[src/rtl/or_gate.sv]
`default_nettype none
// ============================================================================
//  Module      : or_gate
//  Description : Bitwise OR of two operands with a registered copy, a rising
//                activity pulse and a saturating count of active cycles.
//
//  Ports
//    clk       in   1       rising-edge clock for all registered state
//    rst       in   1       synchronous active-high reset
//    a         in   WIDTH   operand A
//    b         in   WIDTH   operand B
//    out       out  WIDTH   combinational a | b (no clock or reset involvement)
//    out_q     out  WIDTH   a | b captured on each rising edge
//    out_rise  out  1       one-cycle pulse after |out_q goes 0 -> 1
//    hi_count  out  CNT_W   saturating count of edges with |out_q high
//
//  Revision    : 1.0  initial release
// ============================================================================
module or_gate #(
   parameter int WIDTH = 1,
   parameter int CNT_W = 8
) (
   input  logic             clk,
   input  logic             rst,
   input  logic [WIDTH-1:0] a,
   input  logic [WIDTH-1:0] b,
   output logic [WIDTH-1:0] out,
   output logic [WIDTH-1:0] out_q,
   output logic             out_rise,
   output logic [CNT_W-1:0] hi_count
);

   localparam logic [CNT_W-1:0] CNT_MAX = '1;

   logic w_any_q;   // any bit of the registered result is high
   logic r_any_d;   // w_any_q as seen on the previous edge

   // Purely combinational path: stays valid even with clk/rst left floating.
   assign out     = a | b;
   assign w_any_q = |out_q;

   always_ff @(posedge clk) begin
      if (rst) begin
         out_q    <= '0;
         out_rise <= 1'b0;
         r_any_d  <= 1'b0;
         hi_count <= '0;
      end else begin
         out_q    <= a | b;
         r_any_d  <= w_any_q;
         // r_any_d is cleared by reset, so leaving reset with out_q low
         // cannot fake an edge; a pulse needs a genuine 0 -> 1 on |out_q.
         out_rise <= w_any_q & ~r_any_d;
         if (w_any_q && (hi_count != CNT_MAX)) begin
            hi_count <= hi_count + 1'b1;
         end
      end
   end

endmodule
`default_nettype wire

[config.mk]
export PLATFORM = sky130hd
export DESIGN_NAME = or_gate
export DESIGN_NICKNAME = d
export VERILOG_FILES = /design/src/rtl/or_gate.sv
export SDC_FILE = /design/constraint.sdc
export NUM_CORES = 1
export LEC_CHECK = 0
export ABC_AREA = 1
export BUFFER_PORTS_ARGS = -buffer_cell sky130_fd_sc_hd__clkbuf_2
export CORE_AREA = 3 3 40 42
export CTS_BUF_LIST = sky130_fd_sc_hd__clkbuf_4
export DETAILED_ROUTE_END_ITERATION = 16
export DIE_AREA = 0 0 43 45
export PLACE_DENSITY = 0.66
export SETUP_SLACK_MARGIN = 0.02
export SYNTH_ARGS = -nofsm -noshare
export SYNTH_HDL_FRONTEND = slang
export SYNTH_SLANG_ARGS = --single-unit
export TNS_END_PERCENT = 50
[constraint.sdc]
create_clock -name clk -period 1.29 [get_ports clk]
set_clock_uncertainty 0.05 [all_clocks]
set_input_delay 0.0645 -clock clk [delete_from_list [all_inputs] [get_ports clk]]
set_output_delay 0.0645 -clock clk [all_outputs]
set_load 0.1 [all_outputs]
==> results.yml, run 1 <==
synth:
  ys_seq_area_frac: 0.395
  synth-edff-count: 0
  syn_area_um2: 558
  yosysWarningCount: 0
  synthCells: 80
  async_flop_share: 0
  synth.most_common_cell: "nand2_1"
  avgSynthCellArea_um2: 6.98
  synth.area.top_cells: "dfxtp_1, nand2_1, a21oi_1"
  synth_top_flop_cell: "dfxtp_1"
  synth_fp_nets: 85
  yosysTopAreaCell: "dfxtp_1"
  yosys.cell_types.count: 17
  synthDominantCellAreaShare: 0.395
  ys_ff_latch: 11
  synth_common_cells: "nand2_1, dfxtp_1, inv_1, nor2_1"
cells_and_area:
  nets: 105
  stdcell_area_um2: 783
  synthToLayoutAreaGrowth_pct: 40.4
  drive_above_1_share: 0.404
  diodes: 0
power_and_ir_drop:
  internal_power_uw: 521
  p_leak_nw: 0.378
  clkPwrFrac: 0.336
  power_switching_uw: 250
  vdd_drop_max_v: 0.000545
  swShare: 0.324
  p_comb_frac: 0.203
  seqPwrFrac: 0.461
  power.density_nw_per_um2: 985
drt:
  drc: 0
  wire_per_inst_um: 9.88
  first_iter_violations: 12
  routed-via-count: 535
  firstDrtPassIters: 4
  routed_wl_um: 1130
  vias_per_cell: 4.69
  postRouteAntennaNets: 0
timing:
  worst_slack_ns: 0.135
  worst-slew-pin-transition_ns: 0.546
  whs_ns: -0.0107
  fin_crit_sh: 0.896
  min_period_ns: 1.16
  maxSlewViolCount: 0
  grt_setup_unrepaired: "false"
  setup_violations: 0
  hold_viol: 1
  relSlewSlack: 0.638
  fmax_mhz: 866
outcome:
  violations: "hold timing"
  status: "finished, violations left"
die:
  fp-row-count: 13
  initial_core_util: 0.434
  die_w_um: 43
  fp.dieArea_um2: 1940
  core-area_um2: 1280
  die_h_um: 45
  io_pins: 15
global_route:
  overflow: 0
  grt_pass1_vias: 498
  grt_pass1_wl_um: 2010
  track_usage: 0.140
  grt_max_degree: 11
  antenna_found_initial: 0
clock_network:
  cts_tree: "yes"
  cts_buffers: 3
  cts_buffer_depth: 2
  clkLatencyLatePin_ns: 0.27
  cts_root_buffer: "clkbuf_4"
  h-tree-depth: 1
  cts.sinks: 11
  path_clk_slew_ns: 0.07
setup_path:
  slowest_delay_ns: 0.38
  critPathCaptureType: "flop"
  crit_family: "flip-flops"
  required_ns: 1.41
  arrival_ns: 1.27
  startpoint_type: "flop"
  criticalPathCategory: "flop to flop"
  critical_path.max_fanout: 10
  crit_chain: "ha_4 -> nand2_4 -> nor2_4 -> nand2_4 -> a21oi_1 -> nor2_1"
  path_buf_inv: 0
  crit_slowest_cell: "dfxtp_4"
  critical_path.most_common_cell: "nand2_4"
placed_design:
  pre_cts_ws_ns: 0.132
  gp_congestion: 0.727
  portBuffers: 14
  placed_cell_area_um2: 729
  place.detailed.hpwl_um: 872
flow_run:
  maxCapViolations: 0
min_path:
  hold_path_class: "primary input to flop"
-- cells in the final DEF (no fill, tap or decap) --
master	instances
nand2_4	2
clkbuf_4	4
dlygate4sd3_1	2
nor2_1	10
nand4_1	2
buf_12	1
buf_4	8
inv_1	10
a21oi_1	6
nand2_1	17
clkinv_1	1
nand2_2	1
nor2_4	3
inv_2	2
dfxtp_4	9
a21oi_2	2
dfxtp_1	2
clkbuf_2	5
inv_4	1
nor3_1	1
nand3_1	8
nor2_2	1
ha_4	1
-- worst min-delay path, cell delays in order --
cell,delay [ns]
clkbuf_2,0.08
inv_1,0.07
a21oi_2,0.05
-- routing by layer --
metal / vias up / track usage / routed length (um) / share of wire
li1: 289 / - / - / -
met1: 234 / 0.148 / 482 / 0.43
met2: 10 / 0.240 / 575 / 0.51
met3: 2 / 0.0438 / 56 / 0.050
met4: 0 / 0.0964 / 11 / 0.0098
met5: - / 0 / 0 / 0
-- final timing paths --
check | depth (start not counted) | endpoint | slack, ns | from
setup / recovery | 6 | hi_count[0] | 0.13 | hi_count[1]
hold / removal | 3 | out_q | -0.01 | a
setup reg to reg | 6 | hi_count[0] | 0.13 | hi_count[1]
hold reg to reg | 1 | out_rise | 0.35 | r_any_d
-- power by group through the flow --
stage | sequential (mW) | clock, mW | combinational (mW)
6_report | 0.356 | 0.259 | 0.157
5_1_grt | 0.359 | 0.283 | 0.168
2_1_floorplan | 0.428 | 0 | 0.0546
4_1_cts | 0.356 | 0.272 | 0.159
3_5_place_dp | 0.364 | 0 | 0.152
3_3_place_gp | 0.364 | 0 | 0.151
-- per-stage QoR --
step	std cells	setup TNS (ns)	power, mW	utilization
2_1_floorplan	80	-0.300	0.483	-
3_5_place_dp	108	0	0.516	0.568
3_3_place_gp	108	0	0.515	0.568
6_report	114	0	0.771	0.610
4_1_cts	115	0	0.787	0.614
5_1_grt	114	0	0.811	0.610
-- cells by family after synthesis --
kind of cell             after synthesis  synth area share
AND/OR/NAND/NOR                       45             0.399
buffers and inverters                 15             0.112
flip-flops                            11             0.395
AO/OA/AOI/OAI                          8            0.0718
adder cells (fa/ha/maj)                1            0.0224
-- registers in the layout, indices dropped and copies added, names as in the netlist --
name	flops
hi_count	8
out_q	1
r_any_d	1
out_rise	1
-- layout make-up --
type | count | area [um^2]
fillers | 120 | 502
clock buffers | 4 | 30.0
flip-flops and latches | 11 | 254
multi-input cells | 54 | 300
inverters | 14 | 55.1
repair buffers | 16 | 125
well taps | 15 | 18.8
-- timing repair --
item	in CTS	in global routing
hold endpoints to repair	3	0
setup endpoints to repair	0	1
gates resized for setup	0	1
setup buffers	0	0
hold buffers	3	0
Power figures use the tool's default switching activity.
==> inputs of run 2 (changes only) <==
==> constraint.sdc (replaced) <==
create_clock -name clk -period 1.07 [get_ports clk]
set_clock_uncertainty 0.05 [all_clocks]
set_input_delay 0.0535 -clock clk [delete_from_list [all_inputs] [get_ports clk]]
set_output_delay 0.0535 -clock clk [all_outputs]
set_load 0.1 [all_outputs]
==> results.yml, run 2 (synthesis gave the netlist of run 1 again) <==
drt:
  routed-via-count: 611
  wire_per_inst_um: 11.0
  firstDrtPassIters: 4
  drc: 0
  postRouteAntennaNets: 0
  first_iter_violations: 11
  vias_per_cell: 4.85
  routed_wl_um: 1380
cells_and_area:
  largest_reg_flops: 8
  diodes: 0
  drive_above_1_share: 0.468
  synthToLayoutAreaGrowth_pct: 81.6
  final_cell_mix: "nand2_1, buf_12, inv_1"
  seq_area_um2: 254
  nets: 117
  fillCellCount: 85
  multi_input_area_um2: 303
  regMostFlops: "hi_count"
  layout_commonest_cell: "nand2_1"
die:
  initial_core_util: 0.434
  core-area_um2: 1280
  die_w_um: 43
  fp-row-count: 13
  die_h_um: 45
  io_pins: 15
  fp.dieArea_um2: 1940
timing:
  worst_slack_ns: -0.121
  worst-slew-pin-transition_ns: 0.182
  fmax_mhz: 840
  maxSlewViolCount: 0
  grt_setup_unrepaired: "true"
  min_period_ns: 1.19
  hold_viol: 0
  tns_ns: -0.516
  whs_ns: 0.350
  setup_violations: 8
  relSlewSlack: 0.879
  fin_crit_sh: 1.11
clock_network:
  path_clk_slew_ns: 0.07
  cts_root_buffer: "clkbuf_4"
  cts_tree: "yes"
  h-tree-depth: 1
  cts_buffer_depth: 2
  cts.sinks: 11
  cts_buffers: 3
  clkLatencyLatePin_ns: 0.28
global_route:
  grt_pass1_wl_um: 2200
  grt_max_degree: 11
  use_met2: 0.272
  overflow: 0
  grt_pass1_vias: 559
  antenna_found_initial: 0
  grt.met1_usage: 0.163
  track_usage: 0.158
  gr-max-usage-layer: "met2"
  grt_use_met3: 0.0518
power_and_ir_drop:
  power.density_nw_per_um2: 965
  vdd_drop_max_v: 0.000933
  p_leak_nw: 0.475
  p_total_uw: 978
setup_path:
  critical_path.max_fanout: 10
  startpoint_type: "flop"
  arrival_ns: 1.31
  criticalPathCategory: "flop to flop"
  critPathCaptureType: "flop"
  required_ns: 1.19
placed_design:
  pre_cts_ws_ns: -0.0822
  gp_congestion: 0.730
  place.detailed.hpwl_um: 929
  portBuffers: 14
outcome:
  violations: "setup timing"
  status: "finished, violations left"
min_path:
  hold_path_class: "flop to flop"
flow_run:
  maxCapViolations: 0
==> run 2: critical path: stages, from the launching register on <==
cell and delay [ns]:
dfxtp_4 0.37, ha_4 0.15, nand2_4 0.07, nor2_4 0.10
nand2_4 0.10, a21oi_2 0.16, nor2_1 0.07
==> run 2: layer usage <==
layer	vias to the layer above	share of wire
met3	7	0.057
li1	314	-
met1	274	0.42
met4	0	0.035
met5	-	0
met2	16	0.49
==> run 2: what timing repair did <==
action | CTS | global route
endpoints found under the hold margin | 3 | 0
hold buffers | 3 | 0
pin swaps | 1 | 1
setup endpoints to repair | 9 | 12
setup buffers | 0 | 1
gates resized for setup | 1 | 3
==> run 2: final cells by class <==
class | count | share of cell area
clock buffers | 3 | 0.0222
clock inverters | 1 | 0.00494
inverters | 14 | 0.0543
multi-input cells | 54 | 0.299
flip-flops and latches | 11 | 0.251
well taps | 15 | 0.0185
repair buffers | 28 | 0.351
==> run 2: path summary, 6_finish.rpt <==
check	from	to	slack [ns]	cells past startpoint
setup / recovery	hi_count[1]	hi_count[0]	-0.12	6
hold / removal	r_any_d	out_rise	0.35	1
setup reg to reg	hi_count[1]	hi_count[0]	-0.12	6
hold reg to reg	r_any_d	out_rise	0.35	1
==> run 2: stage by stage <==
step / instances / utilization / cell area, um^2
floorplan: 80 / - / 617
global placement: 118 / 0.727 / 935
detailed placement: 118 / 0.727 / 935
CTS: 125 / 0.775 / 996
global route: 126 / 0.789 / 1010
finish: 126 / 0.789 / 1010
==> run 2: report_power, final <==
part / internal, mW / switching, mW / leakage [nW]
sequential: 0.408 / 0.0189 / 0.0964
combinational: 0.105 / 0.157 / 0.360
clock: 0.139 / 0.151 / 0.0177
